`src/rtl/conv_encoder.sv`:
```
// conv_encoder
// Rate-1/2, constraint-length-3 convolutional encoder (G0 = 7 octal, G1 = 5 octal).
// Information bits are accepted with a valid/ready handshake. Code symbols are
// held on tx while seq_rdy is high until the decoder side acknowledges them
// with data_ack. Frames are FRAME_LEN information bits long.
//
// Optional feature macro: CONV_ENC_TAIL_EN
//   defined   : two zero tail bits are appended to each frame, so enc_state
//               returns to 00 at every frame end.
//   undefined : no tail. The shift register carries over between frames
//               (continuous stream) and is cleared only by rst.
//
// Ports
//   clk        : clock, all logic on the rising edge
//   rst        : synchronous active-high reset
//   in_bit     : information bit
//   in_valid   : in_bit is valid
//   in_ready   : encoder takes in_bit this cycle
//   tx         : code symbol {G0 output, G1 output}, registered
//   seq_rdy    : tx holds a valid symbol, registered
//   data_ack   : downstream consumes tx this cycle
//   frame_done : one-cycle pulse after the final symbol of a frame is acknowledged
//   enc_state  : encoder shift register {u[n-1], u[n-2]}
module conv_encoder #(
    parameter int FRAME_LEN = 8
) (
    input  logic       clk,
    input  logic       rst,
    input  logic       in_bit,
    input  logic       in_valid,
    output logic       in_ready,
    output logic [1:0] tx,
    output logic       seq_rdy,
    input  logic       data_ack,
    output logic       frame_done,
    output logic [1:0] enc_state
);

`ifdef CONV_ENC_TAIL_EN
    typedef enum logic [1:0] {
        ST_DATA = 2'd0,
        ST_TAIL = 2'd1,
        ST_WAIT = 2'd2
    } fsm_t;
`else
    typedef enum logic [1:0] {
        ST_DATA = 2'd0,
        ST_WAIT = 2'd2
    } fsm_t;
`endif

    localparam logic [7:0] LAST_IDX = 8'(FRAME_LEN - 1);

    // One trellis step: symbol for input u from state {a, b}.
    function automatic logic [1:0] encode_sym(input logic u, input logic [1:0] st);
        encode_sym = {u ^ st[1] ^ st[0], u ^ st[0]};
    endfunction

    fsm_t       fsm_r;
    logic [7:0] bit_cnt_r;
    logic [1:0] tx_r;
    logic       seq_rdy_r;
    logic       frame_done_r;
    logic [1:0] enc_state_r;
`ifdef CONV_ENC_TAIL_EN
    logic       tail_cnt_r;
`endif

    logic free_s;
    logic accept_s;
    logic tail_load_s;
    logic load_s;
    logic load_bit_s;
    logic retire_s;

    // Handshake decode: the single output slot is free when empty or being consumed.
    always_comb begin
        free_s   = 1'b0;
        accept_s = 1'b0;
        retire_s = 1'b0;
        if (!seq_rdy_r || data_ack) begin
            free_s = 1'b1;
        end else begin
            free_s = 1'b0;
        end
        if (fsm_r == ST_DATA) begin
            accept_s = in_valid && free_s;
        end else begin
            accept_s = 1'b0;
        end
        retire_s = seq_rdy_r && data_ack;
    end

    // Tail symbols (input forced to 0) are loaded whenever the slot frees up.
    always_comb begin
        tail_load_s = 1'b0;
`ifdef CONV_ENC_TAIL_EN
        if (fsm_r == ST_TAIL) begin
            tail_load_s = free_s;
        end else begin
            tail_load_s = 1'b0;
        end
`endif
        load_s = accept_s || tail_load_s;
        if (accept_s) begin
            load_bit_s = in_bit;
        end else begin
            load_bit_s = 1'b0;
        end
    end

    // Encoder datapath, output slot and frame-sequencing FSM.
    always_ff @(posedge clk) begin
        if (rst) begin
            fsm_r        <= ST_DATA;
            bit_cnt_r    <= 8'd0;
            tx_r         <= 2'b00;
            seq_rdy_r    <= 1'b0;
            frame_done_r <= 1'b0;
            enc_state_r  <= 2'b00;
`ifdef CONV_ENC_TAIL_EN
            tail_cnt_r   <= 1'b0;
`endif
        end else begin
            frame_done_r <= 1'b0;

            // A load in the same cycle as an acknowledge replaces the symbol
            // without dropping seq_rdy, so there is no bubble.
            if (load_s) begin
                tx_r        <= encode_sym(load_bit_s, enc_state_r);
                seq_rdy_r   <= 1'b1;
                enc_state_r <= {load_bit_s, enc_state_r[1]};
            end else if (retire_s) begin
                seq_rdy_r   <= 1'b0;
            end

            case (fsm_r)
                ST_DATA: begin
                    if (accept_s) begin
                        bit_cnt_r <= bit_cnt_r + 8'd1;
                        if (bit_cnt_r == LAST_IDX) begin
`ifdef CONV_ENC_TAIL_EN
                            fsm_r      <= ST_TAIL;
                            tail_cnt_r <= 1'b0;
`else
                            fsm_r      <= ST_WAIT;
`endif
                        end
                    end
                end
`ifdef CONV_ENC_TAIL_EN
                ST_TAIL: begin
                    if (tail_load_s) begin
                        tail_cnt_r <= 1'b1;
                        if (tail_cnt_r) begin
                            fsm_r <= ST_WAIT;
                        end
                    end
                end
`endif
                ST_WAIT: begin
                    // Nothing is loaded here, so an acknowledge retires the final symbol.
                    if (retire_s) begin
                        frame_done_r <= 1'b1;
                        bit_cnt_r    <= 8'd0;
                        fsm_r        <= ST_DATA;
                    end
                end
                default: begin
                    fsm_r <= ST_DATA;
                end
            endcase
        end
    end

    assign in_ready   = accept_ok();
    assign tx         = tx_r;
    assign seq_rdy    = seq_rdy_r;
    assign frame_done = frame_done_r;
    assign enc_state  = enc_state_r;

    // in_ready is the DATA-state slot-free condition.
    function automatic logic accept_ok();
        accept_ok = (fsm_r == ST_DATA) && free_s;
    endfunction

endmodule
```
`config.mk`:
```
export PLATFORM = sky130hd
export DESIGN_NAME = conv_encoder
export DESIGN_NICKNAME = d
export VERILOG_FILES = /design/src/rtl/conv_encoder.sv
export SDC_FILE = /design/constraint.sdc
export NUM_CORES = 1
export LEC_CHECK = 0
export CORE_UTILIZATION = 43
export DETAILED_ROUTE_END_ITERATION = 12
export PLACE_DENSITY = 0.77
export SYNTH_ARGS = -nofsm -noshare
export SYNTH_HDL_FRONTEND = slang
export SYNTH_SLANG_ARGS = --single-unit
```
`constraint.sdc`:
```
create_clock -name clk -period 3.2 [get_ports clk]
set_input_delay 0.32 -clock clk [delete_from_list [all_inputs] [get_ports clk]]
set_output_delay 0.32 -clock clk [all_outputs]
set_load 0.03 [all_outputs]
```
==> summary.txt, run 1 <==
STA
  – Setup Viol. Count Final: 0
  – Maximum clock frequency: 459.2 MHz
  – Hold Slack: 0.4894 ns
  – Slew @ Worst Pin: 0.3947 ns
  – Rel. slew slack: 73.63%
  – Max-slew violation count: 0
  – Final period util: 68.06%
  – Setup TNS: 0 ns
  – RSZ-0062 raised after global routing: false
  – Tmin final: 2.178 ns
  – Final hold violation count: 0
  – Final Skew: 0.002807 ns

Yosys
  – Largest family of logic cells by synthesized area: simple AND/OR/NAND/NOR gates
  – Synth Register Bits: 15
  – Post-synthesis mux area share: 0%
  – Syn Std Cell Area: 738.2 um2
  – Synth Area in Simple Gates: 29.32%
  – Synth unique cells: 29
  – Post-synth EDFFs: 0
  – Post-Synth XOR/XNOR Area: 7.119%
  – Main synth FF type: dfxtp_1
  – Area leader, netlist: dfxtp_1
  – Post-synthesis compound-gate area fraction: 16.61%
  – Synth Net Count: 85
  – Async S/R FF share, synth: 0%
  – Count leader, synth: dfxtp_1
  – Post-synth top area share: 40.68%
  – Post-Synth Adder-Cell Area: 1.695%
  – Top cells by area, synth: dfxtp_1 41%, xnor2_1 7.1%, a21oi_1 5.4%
  – Syn_area_per_cell: 9.344 um2
  – Top post-synthesis cells by count: 15 x dfxtp_1, 8 x a21oi_1, 8 x nor2_1, 6 x nand2_1, 6 x xnor2_1
  – Register area share after synthesis: 40.68%
  – Synth warn: 0
  – Syn Inst Count: 79

Setup path
  – Most common cell on crit path: clkdlybuf4s50_1
  – Worst setup EP type: primary output
  – Crit-path max cell delay: 0.60 ns
  – Worst endpoint required time: 2.88 ns
  – Critical path class: input pin to primary output
  – Worst EP arrival: 1.86 ns
  – Startpoint class of the critical path: input pin
  – Worst reg2reg path startpoint: fsm_r[1]
  – Worst reg-to-reg setup slack: 1.86 ns
  – Worst reg-to-reg path cell count: 4
  – Worst r2r dst: bit_cnt_r[7]
  – Critical Path Fanout Max: 13
  – Cell-by-cell trace of the critical path: clkdlybuf4s50_1 > nor2b_4 > nor2_1 > clkdlybuf4s50_1
  – CP Launch Point: data_ack
  – CP max-delay cell: clkdlybuf4s50_1

Route
  – Initial DRC count: 1
  – Via count: 587
  – Via/cell ratio: 5.486
  – Final ANT Viol Nets: 0
  – TritonRoute pass-1 iters: 4
  – WL per Instance: 13.32 um
  – Remaining DRCs: 0
  – Routed wire length: 1425 um

Min path
  – Hold crit path type: register to register
  – Hold Path Depth: 2
  – Hold Path Sink: tx[1]
  – Hold Startpoint: tx[1]

GRT
  – Total global-route track usage: 17.06%
  – Largest net degree at the start of global routing: 14
  – Initial antenna violation count: 0
  – First-pass GRT wire length: 2332 um
  – Vias in the first global route: 542
  – GRT Residual Overflow: 0

Outcome
  – Status: completed

Floorplanning
  – Rows: 14
  – Die Area: 0.001887 mm2
  – I/O pin count: 12
  – Starting Density: 47.35%
  – Die height: 43.44 um
  – Std-Cell Core Area: 0.001559 mm2
  – Die X: 43.44 um

Pwr
  – P_leak: 0.2788 nW
  – Worst vdd ir: 0.2770 mV
  – PD cells: 415.6 mW/mm2
  – Sw frac: 27.03%
  – Register share of total power: 54.8%
  – Clock share of power: 30.9%
  – P_sw: 0.09754 mW
  – Comb power frac: 14.2%
  – Pint: 0.2634 mW

Clock tree
  – Worst skew pair latency: 0.29 ns
  – Post-CTS Resized: 0
  – Post-CTS setup buffer count: 0
  – H-tree depth: 1
  – # hold bufs at CTS: 0
  – Sink Count: 15
  – Root Buffer: clkbuf_4
  – Num CTS Buffers: 3
  – Clock Path Buffers: 2
  – CTS tree: built
  – Reg clk slew, reported paths: 0.09 ns

Finish
  – Layout cells sized above 1: 13.19%
  – Fillers: 144
  – NumNets Final: 98
  – ANT cells: 0
  – Final core utilization: 55.70%
  – Area growth syn-to-layout: 17.63%

Place
  – Routability-driven placement congestion ratio: 0.7668
  – HPWL after detailed placement: 1037 um
  – # port buffers: 11

Run
  – Max cap viols: 0
critical path: cells and delay by family:
family,cells,cell delay [ns]
buffers and inverters,2,1.08
and+or+nand+nor,2,0.46
per-layer routing:
layer / track usage [%] / vias to the layer above / share of wire [%]
met5: 0 / - / 0
met4: 11.25 / 0 / 2.7
met3: 3.750 / 5 / 5.5
met2: 26.36 / 15 / 43
met1: 21.35 / 265 / 49
li1: - / 302 / -
cells by family after synthesis:
family          count (synthesis)
fa+ha+maj                       1
simple gates                   33
compound gates                 19
buf+inv                         5
flops                          15
xor+xnor                        6
power by group through the flow:
stage | clock network [mW] | registers, mW | logic (mW)
floorplan | 0 | 0.209 | 0.0256
global placement | 0 | 0.202 | 0.0506
detailed placement | 0 | 0.202 | 0.0511
CTS | 0.112 | 0.198 | 0.0515
global route | 0.119 | 0.199 | 0.0553
finish | 0.112 | 0.198 | 0.0513
sequential cells by signal, indices dropped and copies added (netlist names):
signal / count
enc_state: 2
tx: 2
seq_rdy: 1
bit_cnt_r: 8
frame_done: 1
fsm_r: 1
how the worst max path moves through the flow:
stage          depth (start not counted)       end  slack, ns
6_report                               4  in_ready       1.02
5_1_grt                                4  in_ready       0.96
4_1_cts                                4  in_ready       1.02
3_5_place_dp                           4  in_ready       1.03
3_3_place_gp                           4  in_ready       1.07
2_1_floorplan                          3  in_ready       1.73
stage by stage:
stage	setup WS (ns)	area (um2)	std cells	total power, mW
4_1_cts	1.022	868.3	107	0.3615
3_3_place_gp	1.070	842.1	103	0.2525
5_1_grt	0.9572	868.3	107	0.3737
3_5_place_dp	1.031	842.1	103	0.2534
6_report	1.022	868.3	107	0.3609
2_1_floorplan	1.728	738.2	79	0.2348
cells in the final DEF (no fill, tap or decap):
cell / n
a211oi_1: 1
a21oi_1: 8
a311oi_1: 1
a31o_1: 1
a31o_2: 1
a32oi_1: 1
and2b_4: 1
clkbuf_1: 1
clkbuf_4: 3
clkdlybuf4s50_1: 11
dfxtp_1: 15
ha_1: 1
inv_1: 2
nand2_1: 6
nand2b_1: 2
nand3_1: 3
nand4_1: 1
nor2_1: 8
nor2_4: 1
nor2b_1: 1
nor2b_4: 1
nor3_1: 3
nor3b_1: 2
nor4_2: 3
nor4_4: 1
o211ai_2: 1
o21ai_0: 1
o21ai_1: 3
o21bai_1: 1
xnor2_1: 6
cell type report:
cell class	count	area [um2]	area share (%)
sequential	15	300.3	34.58
inverter	2	7.507	0.8646
timing repair buffer	11	110.1	12.68
multi-input combinational	59	404.1	46.54
tap	16	20.02	2.305
clock buffer	4	26.28	3.026
(Power assumes the default switching activity.)
==> inputs of run 2 (changes only) <==
==> constraint.sdc (replaced) <==
create_clock -name clk -period 2.21 [get_ports clk]
set_input_delay 0.221 -clock clk [delete_from_list [all_inputs] [get_ports clk]]
set_output_delay 0.221 -clock clk [all_outputs]
set_load 0.03 [all_outputs]
==> summary.txt, run 2 (synthesis gave the netlist of run 1 again) <==
Outcome
  – Status: completed

Finish
  – Non-filler instance count after layout: 107 (unchanged)
  – NumNets Final: 98 (unchanged)
  – Max FFs per register: 8 (unchanged)
  – Fillers: 140 (-2.8%)
  – Biggest register: bit_cnt_r
  – Commonest non-fill, non-tap cell in the layout: dfxtp_1
  – Final core utilization: 55.70% (unchanged)
  – Layout cells sized above 1: 13.19% (unchanged)
  – Area growth syn-to-layout: 17.63% (unchanged)
  – Most frequent cells in the layout: 15 x dfxtp_1, 11 x clkdlybuf4s50_1, 8 x nor2_1, 8 x a21oi_1
  – ANT cells: 0 (unchanged)

Clock tree
  – # hold bufs at CTS: 0 (unchanged)
  – Clock Path Buffers: 2 (unchanged)
  – Reg clk slew, reported paths: 0.09 ns (about the same)
  – Post-CTS Resized: 0 (unchanged)
  – Sink Count: 15 (unchanged)
  – Root Buffer: clkbuf_4
  – Worst skew pair latency: 0.29 ns (about the same)
  – CTS tree: built
  – Num CTS Buffers: 3 (unchanged)
  – Post-CTS setup buffer count: 0 (unchanged)
  – H-tree depth: 1 (unchanged)

Route
  – Final ANT Viol Nets: 0 (unchanged)
  – WL per Instance: 13.44 um (+0.91%)
  – Routed wire length: 1438 um (+0.91%)
  – Via count: 617 (+5.1%)
  – Via/cell ratio: 5.766 (+5.1%)
  – Remaining DRCs: 0 (unchanged)
  – TritonRoute pass-1 iters: 4 (unchanged)
  – Initial DRC count: 8 (+7)

STA
  – Max-slew violation count: 0 (unchanged)
  – Final period util: 90.55%
  – Rel. slew slack: 74.43% (+0.80 points)
  – Final hold violation count: 0 (unchanged)
  – Final Skew: 0.001363 ns (-0.001444 ns)
  – Slew @ Worst Pin: 0.3827 ns (-0.01195 ns)
  – Maximum clock frequency: 499.7 MHz
  – Setup Viol. Count Final: 0 (unchanged)
  – Tmin final: 2.001 ns
  – Setup TNS: 0 ns (unchanged)
  – RSZ-0062 raised after global routing: false

Floorplanning
  – Std-Cell Core Area: 0.001559 mm2 (unchanged)
  – Starting Density: 47.35% (unchanged)
  – Die height: 43.44 um (unchanged)
  – Die X: 43.44 um (unchanged)
  – Die Area: 0.001887 mm2 (unchanged)
  – Rows: 14 (unchanged)
  – I/O pin count: 12 (unchanged)

Place
  – Post-Place Cells: 103 (unchanged)
  – HPWL after detailed placement: 1014 um (-2.2%)
  – # port buffers: 11 (unchanged)
  – Routability-driven placement congestion ratio: 0.7669 (about the same)

Setup path
  – Worst EP arrival: 1.78 ns (-0.08 ns)
  – Worst reg-to-reg path cell count: 4 (unchanged)
  – Worst r2r dst: bit_cnt_r[7]
  – Worst reg-to-reg setup slack: 0.86 ns (-1.00 ns)
  – Critical Path Fanout Max: 13 (unchanged)
  – Worst setup EP type: primary output
  – Critical path class: register to primary output
  – Startpoint class of the critical path: register
  – CP endpoint: in_ready
  – CP Launch Point: seq_rdy
  – Worst endpoint required time: 1.99 ns (-0.89 ns)
  – Worst reg2reg path startpoint: fsm_r[1]

GRT
  – Initial antenna violation count: 0 (unchanged)
  – First-pass GRT wire length: 2346 um (+0.60%)
  – Total global-route track usage: 16.88% (-0.17 points)
  – Largest net degree at the start of global routing: 14 (unchanged)
  – Vias in the first global route: 557 (+2.8%)
  – GRT Residual Overflow: 0 (unchanged)

Min path
  – Hold crit path type: register to register

Run
  – Max cap viols: 0 (unchanged)

Pwr
  – Worst vdd ir: 0.3899 mV (+41%)
  – PD cells: 605.8 mW/mm2 (+46%)
  – P_leak: 0.2788 nW (unchanged)
[run 2: cell counts in the layout (fill, tap and decap cells not counted)]
No cell type changed its count.
[run 2: worst min path at each step]
stage	depth (start not counted)	slack, ns	to	startpoint
detailed placement	2	0.48	tx[1]	tx[1]
CTS	2	0.50	tx[1]	tx[1]
global route	2	0.53	bit_cnt_r[1]	bit_cnt_r[1]
floorplan	2	0.36	enc_state[1]	in_bit
finish	2	0.50	tx[1]	tx[1]
global placement	2	0.48	tx[1]	tx[1]
[run 2: routing by layer]
metal	vias up	routed length [um]	track usage, %
met5	-	0	0
met4	0	39	9.375
met3	5	57	2.500
met2	13	637	26.06
met1	295	703	22.66
li1	304	-	-
[run 2: power breakdown]
group / switching, mW / internal [mW] / total [mW]
clock: 0.0947 / 0.0703 / 0.165
sequential: 0.00790 / 0.279 / 0.287
combinational: 0.0421 / 0.0321 / 0.0742
total: 0.145 / 0.381 / 0.526
[run 2: area by class of cell]
cell class                 instances  area [um2]  area share, %
multi-input combinational         59       404.1          46.54
sequential                        15       300.3          34.58
timing repair buffer              11       110.1          12.68
clock buffer                       4       26.28          3.026
tap                               16       20.02          2.305
inverter                           2       7.507         0.8646
[run 2: worst max-delay path: stages (launching register included)]
cell and delay (ns):
dfxtp_1 0.40, nor2b_4 0.40, nor2_1 0.08, clkdlybuf4s50_1 0.60
[run 2: stage by stage]
stage | hold WS (ns) | instance area [um2] | total power [mW] | setup slack, ns
3_5_place_dp | 0.4768 | 842.1 | 0.3667 | 0.2388
4_1_cts | 0.4976 | 868.3 | 0.5253 | 0.2056
6_report | 0.4984 | 868.3 | 0.5261 | 0.2089
2_1_floorplan | 0.3570 | 738.2 | 0.3399 | 0.7870
5_1_grt | 0.5271 | 868.3 | 0.5435 | 0.1063
3_3_place_gp | 0.4782 | 842.1 | 0.3657 | 0.2754
==> inputs of run 3 (changes only) <==
--- a/config.mk
+++ b/config.mk
@@ -5,6 +5,7 @@
 export SDC_FILE = /design/constraint.sdc
 export NUM_CORES = 1
 export LEC_CHECK = 0
+export CORE_MARGIN = 2
 export CORE_UTILIZATION = 43
 export DETAILED_ROUTE_END_ITERATION = 12
 export PLACE_DENSITY = 0.77
==> summary.txt, run 3 (synthesis gave the netlist of run 1 again) <==
Setup path
  – Startpoint class of the critical path: register
  – CP max-delay cell: clkdlybuf4s50_1
  – Worst reg-to-reg path cell count: 4 (unchanged)
  – Worst reg-to-reg setup slack: 0.88 ns (+0.02 ns)
  – Critical path buffer and inverter count: 1 (unchanged)
  – Cell-by-cell trace of the critical path: nor2b_4 > nor2_1 > clkdlybuf4s50_1
  – Worst r2r dst: bit_cnt_r[7]
  – Critical Path Fanout Max: 13 (unchanged)
  – Worst endpoint required time: 1.99 ns (about the same)
  – Worst reg2reg path startpoint: fsm_r[1]
  – Worst EP arrival: 1.76 ns (-0.02 ns)
  – Critical path class: register to primary output
  – Worst setup EP type: primary output
  – Crit-path max cell delay: 0.61 ns (about the same)
  – Largest delay contributor family on the critical path: buffers and inverters

Route
  – Initial DRC count: 22 (+14)
  – Final ANT Viol Nets: 0 (unchanged)
  – TritonRoute pass-1 iters: 4 (unchanged)
  – Remaining DRCs: 0 (unchanged)
  – Via/cell ratio: 5.673 (-1.6%)
  – WL per Instance: 12.63 um (-6.1%)
  – Via count: 607 (-1.6%)
  – Routed wire length: 1351 um (-6.1%)

Clock tree
  – Num CTS Buffers: 3 (unchanged)
  – Sink Count: 15 (unchanged)
  – H-tree depth: 1 (unchanged)
  – Clock Path Buffers: 2 (unchanged)
  – Post-CTS Resized: 0 (unchanged)
  – Post-CTS setup buffer count: 0 (unchanged)
  – Reg clk slew, reported paths: 0.09 ns (about the same)
  – Root Buffer: clkbuf_4
  – Worst skew pair latency: 0.27 ns (-0.02 ns)
  – # hold bufs at CTS: 0 (unchanged)
  – CTS tree: built

Floorplanning
  – Die height: 45.44 um (+4.6%)
  – Die Area: 0.002064 mm2 (+9.4%)
  – Die X: 45.44 um (+4.6%)
  – Std-Cell Core Area: 0.001559 mm2 (unchanged)
  – I/O pin count: 12 (unchanged)
  – Starting Density: 47.35% (unchanged)
  – Rows: 14 (unchanged)

STA
  – Setup TNS: 0 ns (unchanged)
  – Final period util: 89.61% (-0.94 points)
  – Final Skew: 0.001530 ns (+0.0001664 ns)
  – Hold Slack: 0.4994 ns (+0.0009620 ns)
  – Tmin final: 1.980 ns (-0.02078 ns)
  – Slew @ Worst Pin: 0.3686 ns (-0.01415 ns)
  – RSZ-0062 raised after global routing: false
  – Rel. slew slack: 75.38% (+0.95 points)
  – Maximum clock frequency: 505.0 MHz (+1.0%)
  – Setup Viol. Count Final: 0 (unchanged)
  – Max-slew violation count: 0 (unchanged)
  – Final hold violation count: 0 (unchanged)

Pwr
  – Worst vdd ir: 0.3116 mV (-20%)
  – PD cells: 592.0 mW/mm2 (-2.3%)
  – P_leak: 0.2788 nW (unchanged)

Finish
  – Biggest register: bit_cnt_r
  – ANT cells: 0 (unchanged)
  – Commonest non-fill, non-tap cell in the layout: dfxtp_1
  – Most frequent cells in the layout: 15 x dfxtp_1, 11 x clkdlybuf4s50_1, 8 x nor2_1, 8 x a21oi_1
  – NumNets Final: 98 (unchanged)
  – Layout cells sized above 1: 13.19% (unchanged)
  – Max FFs per register: 8 (unchanged)
  – Area growth syn-to-layout: 17.63% (unchanged)
  – Post-route cell area: 868.3 um2 (unchanged)

Place
  – Placed inst area: 842.1 um2 (unchanged)
  – # port buffers: 11 (unchanged)
  – HPWL after detailed placement: 1015 um (about the same)
  – Routability-driven placement congestion ratio: 0.7465 (-2.7%)

Min path
  – Hold Startpoint: tx[1]
  – Hold Path Sink: tx[1]
  – Hold Path Depth: 2 (unchanged)
  – Hold crit path type: register to register

Outcome
  – Status: completed

GRT
  – Initial antenna violation count: 0 (unchanged)
  – GRT Residual Overflow: 0 (unchanged)
  – First-pass GRT wire length: 2304 um (-1.8%)
  – Total global-route track usage: 15.45% (-1.4 points)
  – Vias in the first global route: 533 (-4.3%)
  – Largest net degree at the start of global routing: 14 (unchanged)

Run
  – Max cap viols: 0 (unchanged)
[run 3: cell counts in the layout (fill, tap and decap cells not counted)]
No cell type changed its count.
[run 3: routing by layer]
layer | track usage (%) | wire length (um) | vias up
met5 | 0 | 0 | -
met4 | 7.059 | 12 | 0
met3 | 2.381 | 45 | 2
met2 | 23.10 | 638 | 13
met1 | 21.73 | 655 | 282
li1 | - | - | 310
[run 3: area by class of cell]
type                       instances  area, um2
clock buffer                       4      26.28
fill                             133      690.7
inverter                           2      7.507
multi-input combinational         59      404.1
sequential                        15      300.3
tap                               16      20.02
timing repair buffer              11      110.1
[run 3: where the power goes]
group | internal, mW | switching, mW
sequential | 0.279 | 0.00770
clock | 0.0699 | 0.0830
combinational | 0.0322 | 0.0424
total | 0.381 | 0.133
[run 3: metrics by stage]
stage | instances | setup WS (ns) | total power, mW | utilization (%)
6_report | 107 | 0.2297 | 0.5141 | 55.70
3_5_place_dp | 103 | 0.2302 | 0.3673 | 54.01
2_1_floorplan | 79 | 0.7870 | 0.3399 | -
5_1_grt | 107 | 0.1288 | 0.5388 | 55.70
4_1_cts | 107 | 0.2109 | 0.5217 | 55.70
3_3_place_gp | 103 | 0.2786 | 0.3658 | 54.01
[run 3: worst register-to-register path, stage by stage, from the launching register on]
cell	delay, ns
dfxtp_1	0.50
o211ai_2	0.17
nor4_4	0.31
a31o_1	0.19
a21oi_1	0.05
[run 3: worst max-delay path by stage]
stage,from,end,slack (ns),cells past startpoint
finish,seq_rdy,in_ready,0.23,3
global route,seq_rdy,in_ready,0.13,3
CTS,seq_rdy,in_ready,0.21,3
detailed placement,data_ack,in_ready,0.23,4
global placement,data_ack,in_ready,0.28,4
floorplan,seq_rdy,bit_cnt_r[7],0.79,4
